`src/rtl/fab_uart_pkg.sv`:
```
// Shared constants and state encoding for the fabric-side UART receiver.
// Oversampling ratio, frame geometry and the receiver FSM states live here.
package fab_uart_pkg;

   localparam int OVERSAMPLE   = 16;
   localparam int DATA_BITS    = 8;
   localparam int START_SAMPLE = 7;

   localparam int TICK_W = $clog2(OVERSAMPLE);
   localparam int BIT_W  = $clog2(DATA_BITS);

   typedef enum logic [2:0] {
      IDLE,
      START,
      DATA,
      STOP,
      BREAK
   } rx_state_t;

endpackage

```
`src/rtl/fab_uart_rx_if.sv`:
```
// Fabric-side bundle of the UART receiver: serial line in, FIFO read port and
// status/error flags out. The receiver is the slave; fabric logic is the master.
interface fab_uart_rx_if;

   logic       RX;
   logic       RD_EN;
   logic [7:0] RD_DATA;
   logic       EMPTY;
   logic       FULL;
   logic       INT;
   logic       FRAME_ERR;
   logic       OVERRUN;
   logic       ERR_CLR;

   modport slave (
      input  RX, RD_EN, ERR_CLR,
      output RD_DATA, EMPTY, FULL, INT, FRAME_ERR, OVERRUN
   );

   modport master (
      output RX, RD_EN, ERR_CLR,
      input  RD_DATA, EMPTY, FULL, INT, FRAME_ERR, OVERRUN
   );

endinterface

```
`src/rtl/fab_uart_rx_fifo.sv`:
```
// Show-ahead synchronous FIFO: the head entry is presented on rd_data while
// not empty; a push into a full FIFO is taken only when a pop frees a slot.
module fab_uart_rx_fifo #(
   parameter  int DEPTH = 16,
   parameter  int WIDTH = 8,
   localparam int AW    = $clog2(DEPTH),
   localparam int CW    = AW + 1
) (
   input  logic             clk,
   input  logic             rst_n,
   input  logic             wr_en,
   input  logic [WIDTH-1:0] wr_data,
   input  logic             rd_en,
   output logic [WIDTH-1:0] rd_data,
   output logic             empty,
   output logic             full,
   output logic [CW-1:0]    count
);

   logic [WIDTH-1:0] mem [DEPTH];
   logic [AW-1:0]    wr_ptr;
   logic [AW-1:0]    rd_ptr;
   logic             do_push;
   logic             do_pop;

   assign empty   = (count == '0);
   assign full    = (count == CW'(DEPTH));
   assign do_pop  = rd_en && !empty;
   assign do_push = wr_en && (!full || do_pop);

   // Head is forced to zero when empty so the output has a defined reset value.
   assign rd_data = empty ? '0 : mem[rd_ptr];

   // NOTE: the storage array has no reset; only pointers and count need one,
   // and leaving the array unreset lets it map onto plain RAM/LUT storage.
   always_ff @(posedge clk) begin
      if (do_push) mem[wr_ptr] <= wr_data;
   end

   always_ff @(posedge clk or negedge rst_n) begin
      if (!rst_n) begin
         wr_ptr <= '0;
         rd_ptr <= '0;
         count  <= '0;
      end else begin
         if (do_push) wr_ptr <= wr_ptr + AW'(1);
         if (do_pop)  rd_ptr <= rd_ptr + AW'(1);
         case ({do_push, do_pop})
            2'b10:   count <= count + CW'(1);
            2'b01:   count <= count - CW'(1);
            default: count <= count;
         endcase
      end
   end

endmodule

```
`src/rtl/fab_uart_rx.sv`:
```
// 8N1 UART receiver (LSB first) with 16x oversampling, show-ahead byte FIFO,
// framing-error pulse, sticky overrun flag and a level interrupt.
module fab_uart_rx
   import fab_uart_pkg::*;
#(
   parameter int BAUD_DIV   = 27,
   parameter int FIFO_DEPTH = 16
) (
   input  logic         CLK,
   input  logic         RESET_N,
   fab_uart_rx_if.slave bus
);

   localparam int PW = $clog2(BAUD_DIV);
   localparam int CW = $clog2(FIFO_DEPTH) + 1;

   localparam logic [PW-1:0]     PRESC_MAX  = PW'(BAUD_DIV - 1);
   localparam logic [TICK_W-1:0] START_TICK = TICK_W'(START_SAMPLE);
   localparam logic [TICK_W-1:0] LAST_TICK  = TICK_W'(OVERSAMPLE - 1);
   localparam logic [BIT_W-1:0]  LAST_BIT   = BIT_W'(DATA_BITS - 1);

   rx_state_t            state;
   rx_state_t            state_next;
   logic                 rx_meta;
   logic                 rx_sync;
   logic [PW-1:0]        presc;
   logic                 tick;
   logic [TICK_W-1:0]    tick_cnt;
   logic [BIT_W-1:0]     bit_cnt;
   logic [DATA_BITS-1:0] shift_reg;
   logic                 tick_clr;
   logic                 bit_clr;
   logic                 shift_en;
   logic                 push_req;
   logic                 frame_err_set;
   logic                 overrun_set;
   logic                 frame_err;
   logic                 overrun;
   logic [7:0]           fifo_data;
   logic                 fifo_empty;
   logic                 fifo_full;
   logic [CW-1:0]        fifo_count;

   // NOTE: sequential state is always assigned with <= so every flop samples
   // pre-edge values; blocking here would make the synchroniser collapse.
   always_ff @(posedge CLK or negedge RESET_N) begin
      if (!RESET_N) begin
         rx_meta <= 1'b1;
         rx_sync <= 1'b1;
      end else begin
         rx_meta <= bus.RX;
         rx_sync <= rx_meta;
      end
   end

   assign tick = (presc == PRESC_MAX);

   always_ff @(posedge CLK or negedge RESET_N) begin
      if (!RESET_N) begin
         state <= IDLE;
      end else begin
         state <= state_next;
      end
   end

   // NOTE: every output of this block gets a default first, so no path
   // through the case leaves a signal unassigned and no latch is inferred.
   always_comb begin
      state_next    = state;
      tick_clr      = 1'b0;
      bit_clr       = 1'b0;
      shift_en      = 1'b0;
      push_req      = 1'b0;
      frame_err_set = 1'b0;
      unique case (state)
         IDLE: begin
            tick_clr = 1'b1;
            bit_clr  = 1'b1;
            if (!rx_sync) state_next = START;
         end
         START: begin
            if (tick && tick_cnt == START_TICK) begin
               if (!rx_sync) begin
                  state_next = DATA;
                  tick_clr   = 1'b1;
               end else begin
                  state_next = IDLE;
               end
            end
         end
         DATA: begin
            if (tick && tick_cnt == LAST_TICK) begin
               shift_en = 1'b1;
               if (bit_cnt == LAST_BIT) state_next = STOP;
            end
         end
         STOP: begin
            // Leaving at mid-stop-bit keeps the receiver ready for a start bit
            // that follows immediately.
            if (tick && tick_cnt == LAST_TICK) begin
               if (rx_sync) begin
                  push_req   = 1'b1;
                  state_next = IDLE;
               end else begin
                  frame_err_set = 1'b1;
                  state_next    = BREAK;
               end
            end
         end
         BREAK: begin
            if (rx_sync) state_next = IDLE;
         end
         default: state_next = IDLE;
      endcase
   end

   always_ff @(posedge CLK or negedge RESET_N) begin
      if (!RESET_N) begin
         presc     <= '0;
         tick_cnt  <= '0;
         bit_cnt   <= '0;
         shift_reg <= '0;
      end else begin
         if (state == IDLE || tick) presc <= '0;
         else                       presc <= presc + PW'(1);

         if (tick_clr)  tick_cnt <= '0;
         else if (tick) tick_cnt <= tick_cnt + TICK_W'(1);

         if (bit_clr)       bit_cnt <= '0;
         else if (shift_en) bit_cnt <= bit_cnt + BIT_W'(1);

         if (shift_en) shift_reg <= {rx_sync, shift_reg[DATA_BITS-1:1]};
      end
   end

   // A good byte is lost only if the FIFO is full and nobody pops this cycle.
   assign overrun_set = push_req && (fifo_count == CW'(FIFO_DEPTH)) && !bus.RD_EN;

   always_ff @(posedge CLK or negedge RESET_N) begin
      if (!RESET_N) begin
         frame_err <= 1'b0;
         overrun   <= 1'b0;
      end else begin
         frame_err <= frame_err_set;
         if (overrun_set)      overrun <= 1'b1;
         else if (bus.ERR_CLR) overrun <= 1'b0;
      end
   end

   fab_uart_rx_fifo #(
      .DEPTH (FIFO_DEPTH),
      .WIDTH (8)
   ) u_fifo (
      .clk     (CLK),
      .rst_n   (RESET_N),
      .wr_en   (push_req),
      .wr_data (shift_reg),
      .rd_en   (bus.RD_EN),
      .rd_data (fifo_data),
      .empty   (fifo_empty),
      .full    (fifo_full),
      .count   (fifo_count)
   );

   assign bus.RD_DATA   = fifo_data;
   assign bus.EMPTY     = fifo_empty;
   assign bus.FULL      = fifo_full;
   assign bus.FRAME_ERR = frame_err;
   assign bus.OVERRUN   = overrun;
   assign bus.INT       = !fifo_empty || overrun;

endmodule

```
`src/flat_wrapper.sv`:
```
// flat-port wrapper written by rule: the top's interface ports become plain ports
module fab_uart_rx_flat import fab_uart_pkg::*;
#(
   parameter int BAUD_DIV   = 27,
   parameter int FIFO_DEPTH = 16
)
  (CLK, RESET_N, bus_RX, bus_RD_EN, bus_ERR_CLR, bus_RD_DATA, bus_EMPTY, bus_FULL, bus_INT, bus_FRAME_ERR, bus_OVERRUN);
  fab_uart_rx_if bus_i ();
  input  logic CLK;
  input  logic RESET_N;
  input wire logic [$bits(bus_i.RX)-1:0] bus_RX;
  input wire logic [$bits(bus_i.RD_EN)-1:0] bus_RD_EN;
  input wire logic [$bits(bus_i.ERR_CLR)-1:0] bus_ERR_CLR;
  output wire logic [$bits(bus_i.RD_DATA)-1:0] bus_RD_DATA;
  output wire logic [$bits(bus_i.EMPTY)-1:0] bus_EMPTY;
  output wire logic [$bits(bus_i.FULL)-1:0] bus_FULL;
  output wire logic [$bits(bus_i.INT)-1:0] bus_INT;
  output wire logic [$bits(bus_i.FRAME_ERR)-1:0] bus_FRAME_ERR;
  output wire logic [$bits(bus_i.OVERRUN)-1:0] bus_OVERRUN;
  assign bus_i.RX = bus_RX;
  assign bus_i.RD_EN = bus_RD_EN;
  assign bus_i.ERR_CLR = bus_ERR_CLR;
  assign bus_RD_DATA = bus_i.RD_DATA;
  assign bus_EMPTY = bus_i.EMPTY;
  assign bus_FULL = bus_i.FULL;
  assign bus_INT = bus_i.INT;
  assign bus_FRAME_ERR = bus_i.FRAME_ERR;
  assign bus_OVERRUN = bus_i.OVERRUN;
  fab_uart_rx #(.BAUD_DIV(BAUD_DIV), .FIFO_DEPTH(FIFO_DEPTH)) u_core (.CLK(CLK), .RESET_N(RESET_N), .bus(bus_i));
endmodule
```
`config.mk`:
```
export PLATFORM = sky130hd
export DESIGN_NAME = fab_uart_rx_flat
export DESIGN_NICKNAME = d
export VERILOG_FILES = /design/src/rtl/fab_uart_pkg.sv /design/src/rtl/fab_uart_rx_if.sv /design/src/rtl/fab_uart_rx_fifo.sv /design/src/rtl/fab_uart_rx.sv /design/src/flat_wrapper.sv
export SDC_FILE = /design/constraint.sdc
export NUM_CORES = 1
export LEC_CHECK = 0
export BUFFER_PORTS_ARGS = -buffer_cell sky130_fd_sc_hd__buf_2
export CORE_ASPECT_RATIO = 1.25
export CORE_MARGIN = 2
export CORE_UTILIZATION = 49
export CTS_BUF_LIST = sky130_fd_sc_hd__clkbuf_4 sky130_fd_sc_hd__clkbuf_8 sky130_fd_sc_hd__clkbuf_16
export CTS_CLUSTER_DIAMETER = 50
export DETAILED_ROUTE_END_ITERATION = 16
export PLACE_DENSITY_LB_ADDON = 0.2
export SYNTH_ARGS = -nofsm -noshare
export SYNTH_HDL_FRONTEND = slang
export SYNTH_SLANG_ARGS = --single-unit
```
`constraint.sdc`:
```
create_clock -name CLK -period 2.9 [get_ports CLK]
set_clock_uncertainty 0.15 [all_clocks]
set_input_delay 0.58 -clock CLK [delete_from_list [all_inputs] [get_ports CLK]]
set_output_delay 0.58 -clock CLK [all_outputs]
set_load 0.05 [all_outputs]
```
Word level (Yosys, flattened, before mapping)
Memories as Yosys holds them, arrays and structs flattened.
Index checks and enable logic that the tools add are counted.
{"block": "word_totals", "regBits": 40, "mem_bits_rw": 128, "word_cells": 87, "n_memories": 1}
{"block": "classes", "add_sub_neg": 7, "n_eq_ne": 17, "n_mux": 31, "reduce_logical": 19}
{"memory": "u_core.u_fifo.mem", "words": 16, "word_bits": 8, "read_ports": 1, "rd_clocked_by_memory_dff": 0, "write_ports": 1, "line": "fab_uart_rx_fifo.sv:20", "source": "logic [WIDTH-1:0] mem [DEPTH];"}
{"operator": "3-bit two-way mux", "count": 9}
{"operator": "3-bit case mux with 5 select lines", "count": 1}
{"operator": "1-bit two-way mux", "count": 14}
{"operator": "4-bit by 1-bit adder with 4-bit output (second input constant)", "count": 3}
{"operator": "5-bit by 1-bit adder with 5-bit output (second input constant)", "count": 2}
{"operator": "5-bit == test (second input constant)", "count": 2}
{"operator": "2-bit by 1-bit != test with 1-bit output (second input constant)", "count": 5}
{"operator": "5-bit case mux with 2 select lines", "count": 1}
{"operator": "4-bit two-way mux", "count": 2}
{"operator": "8-bit two-way mux", "count": 1}
{"operator": "2-bit nonzero test", "count": 4}
{"operator": "3-bit by 2-bit == test with 1-bit output (second input constant)", "count": 2}
{"operator": "3-bit == test (second input constant)", "count": 2}
{"operator": "1-bit logical AND", "count": 6}
{"operator": "6-bit AND reduction", "count": 1}
{"operator": "5-bit logical NOT", "count": 1}
{"operator": "5-bit two-way mux", "count": 1}
{"operator": "5-bit by 1-bit subtractor with 5-bit output (second input constant)", "count": 1}
{"operator": "4-bit by 3-bit == test with 1-bit output (second input constant)", "count": 1}
{"operator": "4-bit == test (second input constant)", "count": 1}
{"operator": "3-bit by 1-bit adder with 3-bit output (second input constant)", "count": 1}
{"operator": "3-bit by 1-bit == test with 1-bit output (second input constant)", "count": 1}
{"operator": "1-bit logical NOT", "count": 3}
{"operator": "3-bit logical NOT", "count": 1}
{"operator": "6 further kinds", "count": 8}

Logic depth before layout (Yosys ltp)
{"block": "logic_depth", "word_depth": 7, "ltp_mapped": 12}

Cells and area by module
From an unflattened synthesis, not the netlist that was laid out.
{"block": "unflattened", "hier_cells": 408, "hier_area_um2": 7164.4}
{"mod": "fab_uart_rx_fifo", "n_inst": 1, "cells_per_inst": 302, "area_each_um2": 5878.1}
{"mod": "fab_uart_rx", "n_inst": 1, "cells_per_inst": 106, "area_each_um2": 1286.2}

Worst setup path after synthesis
OpenSTA, ideal clock, no wires.
{"block": "synth_timing", "kind": "input port to flip-flop", "startpoint": "input port bus_RD_EN", "endpoint": "register u_core.u_fifo.count[4]", "arrival_ps": 2636, "t_required_ps": 2624, "slack_ps": -12, "path_stages": 9, "path_buffers": 1, "path_cell_list": "clkbuf_1 o21ai_2 nor2_1 inv_1 fa_1 nand2b_1 o2bb2ai_1 or3_1 a311o_1"}
{"block": "synth_via", "elab_chain_cells": 5, "elab_cells_between_ends": 7}
{"item": "start: declaration", "line": "flat_wrapper.sv:12", "source": "input wire logic [$bits(bus_i.RD_EN)-1:0] bus_RD_EN;"}
{"item": "1-bit logical AND *", "line": "fab_uart_rx_fifo.sv:28", "source": "assign do_pop = rd_en && !empty;"}
{"item": "1-bit logical OR", "line": "fab_uart_rx_fifo.sv:29", "source": "assign do_push = wr_en && (!full || do_pop);"}
{"item": "1-bit logical AND", "line": "fab_uart_rx_fifo.sv:29"}
{"item": "2-bit by 1-bit == test with 1-bit output / 2-bit == test (equally long branches)", "line": "fab_uart_rx_fifo.sv:48", "source": "case ({do_push, do_pop})"}
{"item": "5-bit case mux with 2 select lines / 2-bit nonzero test (equally long branches)"}
{"item": "end signal: assignment", "line": "fab_uart_rx_fifo.sv:49", "source": "2'b10: count <= count + CW'(1);"}
{"item": "end signal: assignment", "line": "fab_uart_rx_fifo.sv:50", "source": "2'b01: count <= count - CW'(1);"}
{"item": "end signal: assignment", "line": "fab_uart_rx_fifo.sv:51", "source": "default: count <= count;"}
{"item": "end: declaration", "line": "fab_uart_rx_fifo.sv:17", "source": "output logic [CW-1:0] count"}
Every way passes the cells marked *; elsewhere a longest branch is shown, timed or not.
A chain may end at the register's enable or synchronous reset.

Worst setup path in the final report
{"block": "layout_timing", "startpoint": "register u_core.u_fifo.rd_ptr[0]", "endpoint": "output port bus_RD_DATA[5]"}
{"block": "layout_via", "elab_chain_cells": 2}
{"item": "start: declaration", "line": "fab_uart_rx_fifo.sv:22", "source": "logic [AW-1:0] rd_ptr;"}
{"item": "start signal: assignment", "line": "fab_uart_rx_fifo.sv:47", "source": "if (do_pop) rd_ptr <= rd_ptr + AW'(1);"}
{"item": "memory read 16 x 8 bit"}
{"item": "8-bit two-way mux", "line": "fab_uart_rx_fifo.sv:32", "source": "assign rd_data = empty ? '0 : mem[rd_ptr];"}
{"item": "end: declaration", "line": "flat_wrapper.sv:14", "source": "output wire logic [$bits(bus_i.RD_DATA)-1:0] bus_RD_DATA;"}
No other way between the ends.

==> flow_summary_export.csv <==
group,metric,value,unit
synthesis,async_flop_share,23.8,%
final_layout,multiInputGateArea,0.00211,mm²
setup_path,critPathTopFamily,"multiplexers",
grt,grt_pass1_wl,21.2,mm
final_layout,layout_commonest_cell,"edfxtp_1",
pwr,pwr_density_cell,572,mW/mm²
route,vias,3681,
route,ant_nets,0,
floorplan,start_util,50.6,%
clock_network,clock_sinks,168,
route,drc,0,
final_layout,seq_area,0.00485,mm²
synthesis,synth_edf_count,128,
final_layout,final_nets,478,
placement,place_hpwl,8.42,mm
sta,rsz0062_at_grt,"true",
setup_path,critPathCaptureType,"output port",
floorplan,die_height,138,µm
route,vias_per_cell,5.69,
sta,fin_hold_ws,0.105,ns
pwr,p_leak,2.62,nW
floorplan,num_rows,48,
synthesis,synth.area.top_cells,"edfxtp_1 55%, dfrtp_1 14%, mux4_2 10%, mux2i_1 2.6%, ha_1 2.3%",
setup_path,critical_path.startpoint_type,"flip-flop",
final_layout,final_cell_mix,"128 x edfxtp_1, 37 x dfrtp_1, 36 x buf_4",
floorplan,die_area,0.0153,mm²
clock_network,cts_root_buf,"clkbuf_16",
setup_path,cp.buffers_inverters,3,
placement,placedCellCount,608,
grt,grt_max_degree,41,
synthesis,ys_types,49,
synthesis,yosys.area.top_type,"edfxtp_1",
clock_network,cts_buffer_depth,2,
final_layout,areaGrowthSynthToFinish,18.0,%
final_layout,fin_cells,647,
sta,finalWorstSetupSlack,0.0101,ns
final_layout,stdcell_area,0.00828,mm²
setup_path,critPathArrivalTime,2.16,ns
clock_network,cts_tree,"yes",
route,wl,13.3,mm
final_layout,nFillCells,1016,
route,first_pass_iters,4,
final_layout,largest_reg_flops,128,
pwr,vdd_drop_max,0.357,mV
synthesis,yosys_warnings,0,
sta,worstMarginPinSlew,0.904,ns
clock_network,cts_max_level,4,
setup_path,slowest_delay,0.49,ns
final_layout,drive_gt1_share,32.6,%
sta,timing.setup.tns,0,ns
clock_network,cts.clk_slew.worst_paths,0.07,ns
clock_network,clock_latency,0.42,ns
placement,placement.io_buffers,17,
setup_path,worstSetupPathType,"flip-flop to output port",
clock_network,numCtsBuffers,17,
setup_path,cp_cell_sequence,"buf_12 > buf_16 > mux4_2 > mux2i_1 > o22ai_1 > buf_4",
status,status,"finished clean",
floorplan,coreArea,0.0139,mm²
grt,antenna_found_initial,0,
clock_network,ctsHoldBuffers,0,
route,routedWlPerCell,20.6,µm
grt,grt_pass1_vias,3861,
sta,finalCriticalPeriod,2.89,ns
setup_path,required,2.17,ns
sta,final_hold_viol_count,0,
synthesis,yosys_register_bits,168,
final_layout,fin_util,59.7,%
final_layout,num_antenna_cells,0,
grt,gr-usage-all-layers,18.8,%
setup_path,slowest_stage,"mux4_2",
synthesis,ys_seq_area_share,69.1,%
hold_path,hp-class,"input pin to flip-flop",
sta,max_slew_margin,39.8,%
sta,post-route-period-util,99.7,%
sta,fmax,346,MHz
floorplan,die_w,111,µm
pwr,power.total,4.73,mW
grt,overflow,0,
run,maxCapViolations,0,
synthesis,synth_top_area_share,54.8,%
placement,place_congestion,0.818,
synthesis,synth.avg_cell_area,17.1,µm²
synthesis,synth-main-ff-cell,"edfxtp_1",
synthesis,syn_inst,409,
route,drt_iter0_drc,224,
synthesis,syn-num-nets,428,
synthesis,synth_area,0.00701,mm²
sta,setup_violations,0,
floorplan,num_io_pins,18,
placement,preCtsSetupSlack,-0.0156,ns
sta,slew_viol_final,0,
placement,place_area,0.00746,mm²
setup_path,path_max_fanout,7,
[synthesized netlist by cell type (all sizes together), types with 2 or more instances]
| cell | n |
|---|---|
| edfxtp | 128 |
| dfrtp | 38 |
| mux4 | 32 |
| nor2 | 26 |
| mux2i | 18 |
| buf | 17 |
| nor4 | 17 |
| inv | 14 |
| ha | 13 |
| nand2 | 11 |
| xnor2 | 10 |
| mux2 | 9 |
| o22ai | 9 |
| o21ai | 8 |
| xor2 | 7 |
| clkbuf | 6 |
| nand4 | 5 |
| nand3 | 4 |
| nor3 | 4 |
| or3 | 4 |
| nand2b | 3 |
| nor2b | 3 |
| a21oi | 2 |
| and2 | 2 |
| dfstp | 2 |
| nand3b | 2 |
| or2 | 2 |
[path summary, 6_finish.rpt]
kind	from	endpoint	slack [ns]	depth (start not counted)
worst max register to register	u_core.presc[0]	u_core.u_fifo.count[4]	0.10	11
max in group asynchronous	RESET_N	u_core.u_fifo.rd_ptr[0]	1.83	1
min in group asynchronous	RESET_N	u_core.presc[3]	0.14	1
worst min-delay path	bus_RX	u_core.rx_meta	0.11	1
worst min register to register	u_core.rx_meta	u_core.rx_sync	0.21	0
worst max-delay path	u_core.u_fifo.rd_ptr[0]	bus_RD_DATA[5]	0.01	6
[metal layers]
| layer | share of wire [%] | track usage, % | routed length (µm) |
|---|---|---|---|
| met5 | 0 | 0 | 0 |
| met4 | 1.8 | 7.41 | 234 |
| met3 | 3.8 | 4.36 | 506 |
| met2 | 52 | 32.3 | 6860 |
| met1 | 43 | 23.4 | 5700 |
[report_power, final]
group	switching, mW	total (mW)	internal (mW)
registers	0.00165	2.56	2.56
clock network	1.00	2.15	1.15
logic	0.0133	0.0165	0.00315
[area by class of cell]
| type | count | share of cell area, % |
|---|---|---|
| Timing Repair Buffer | 54 | 5.67 |
| Clock inverter | 15 | 1.87 |
| Sequential cell | 168 | 58.6 |
| Tap cell | 175 | 2.65 |
| Inverter | 14 | 0.635 |
| Multi-Input combinational cell | 204 | 25.5 |
| Clock buffer | 17 | 5.14 |
[repair_timing]
item,CTS,global route
cloned,2,0
pin swaps,3,3
gates resized for setup,23,10
buffers inserted,4,2
setup endpoints to repair,9,9
[cells by family (layout without fill, tap and decap cells)]
kind of cell / Yosys count / after routing / synth area share, %
AOI/OAI and AO/OA: 26 / 26 / 2.37
xor gates and xnor gates: 17 / 17 / 2.12
adders and majority gates: 14 / 14 / 2.60
buffers and inverters: 37 / 100 / 2.44
DFF: 168 / 168 / 69.1
muxes: 59 / 59 / 14.3
and+or+nand+nor: 88 / 88 / 7.06
(Power assumes the default switching activity.)
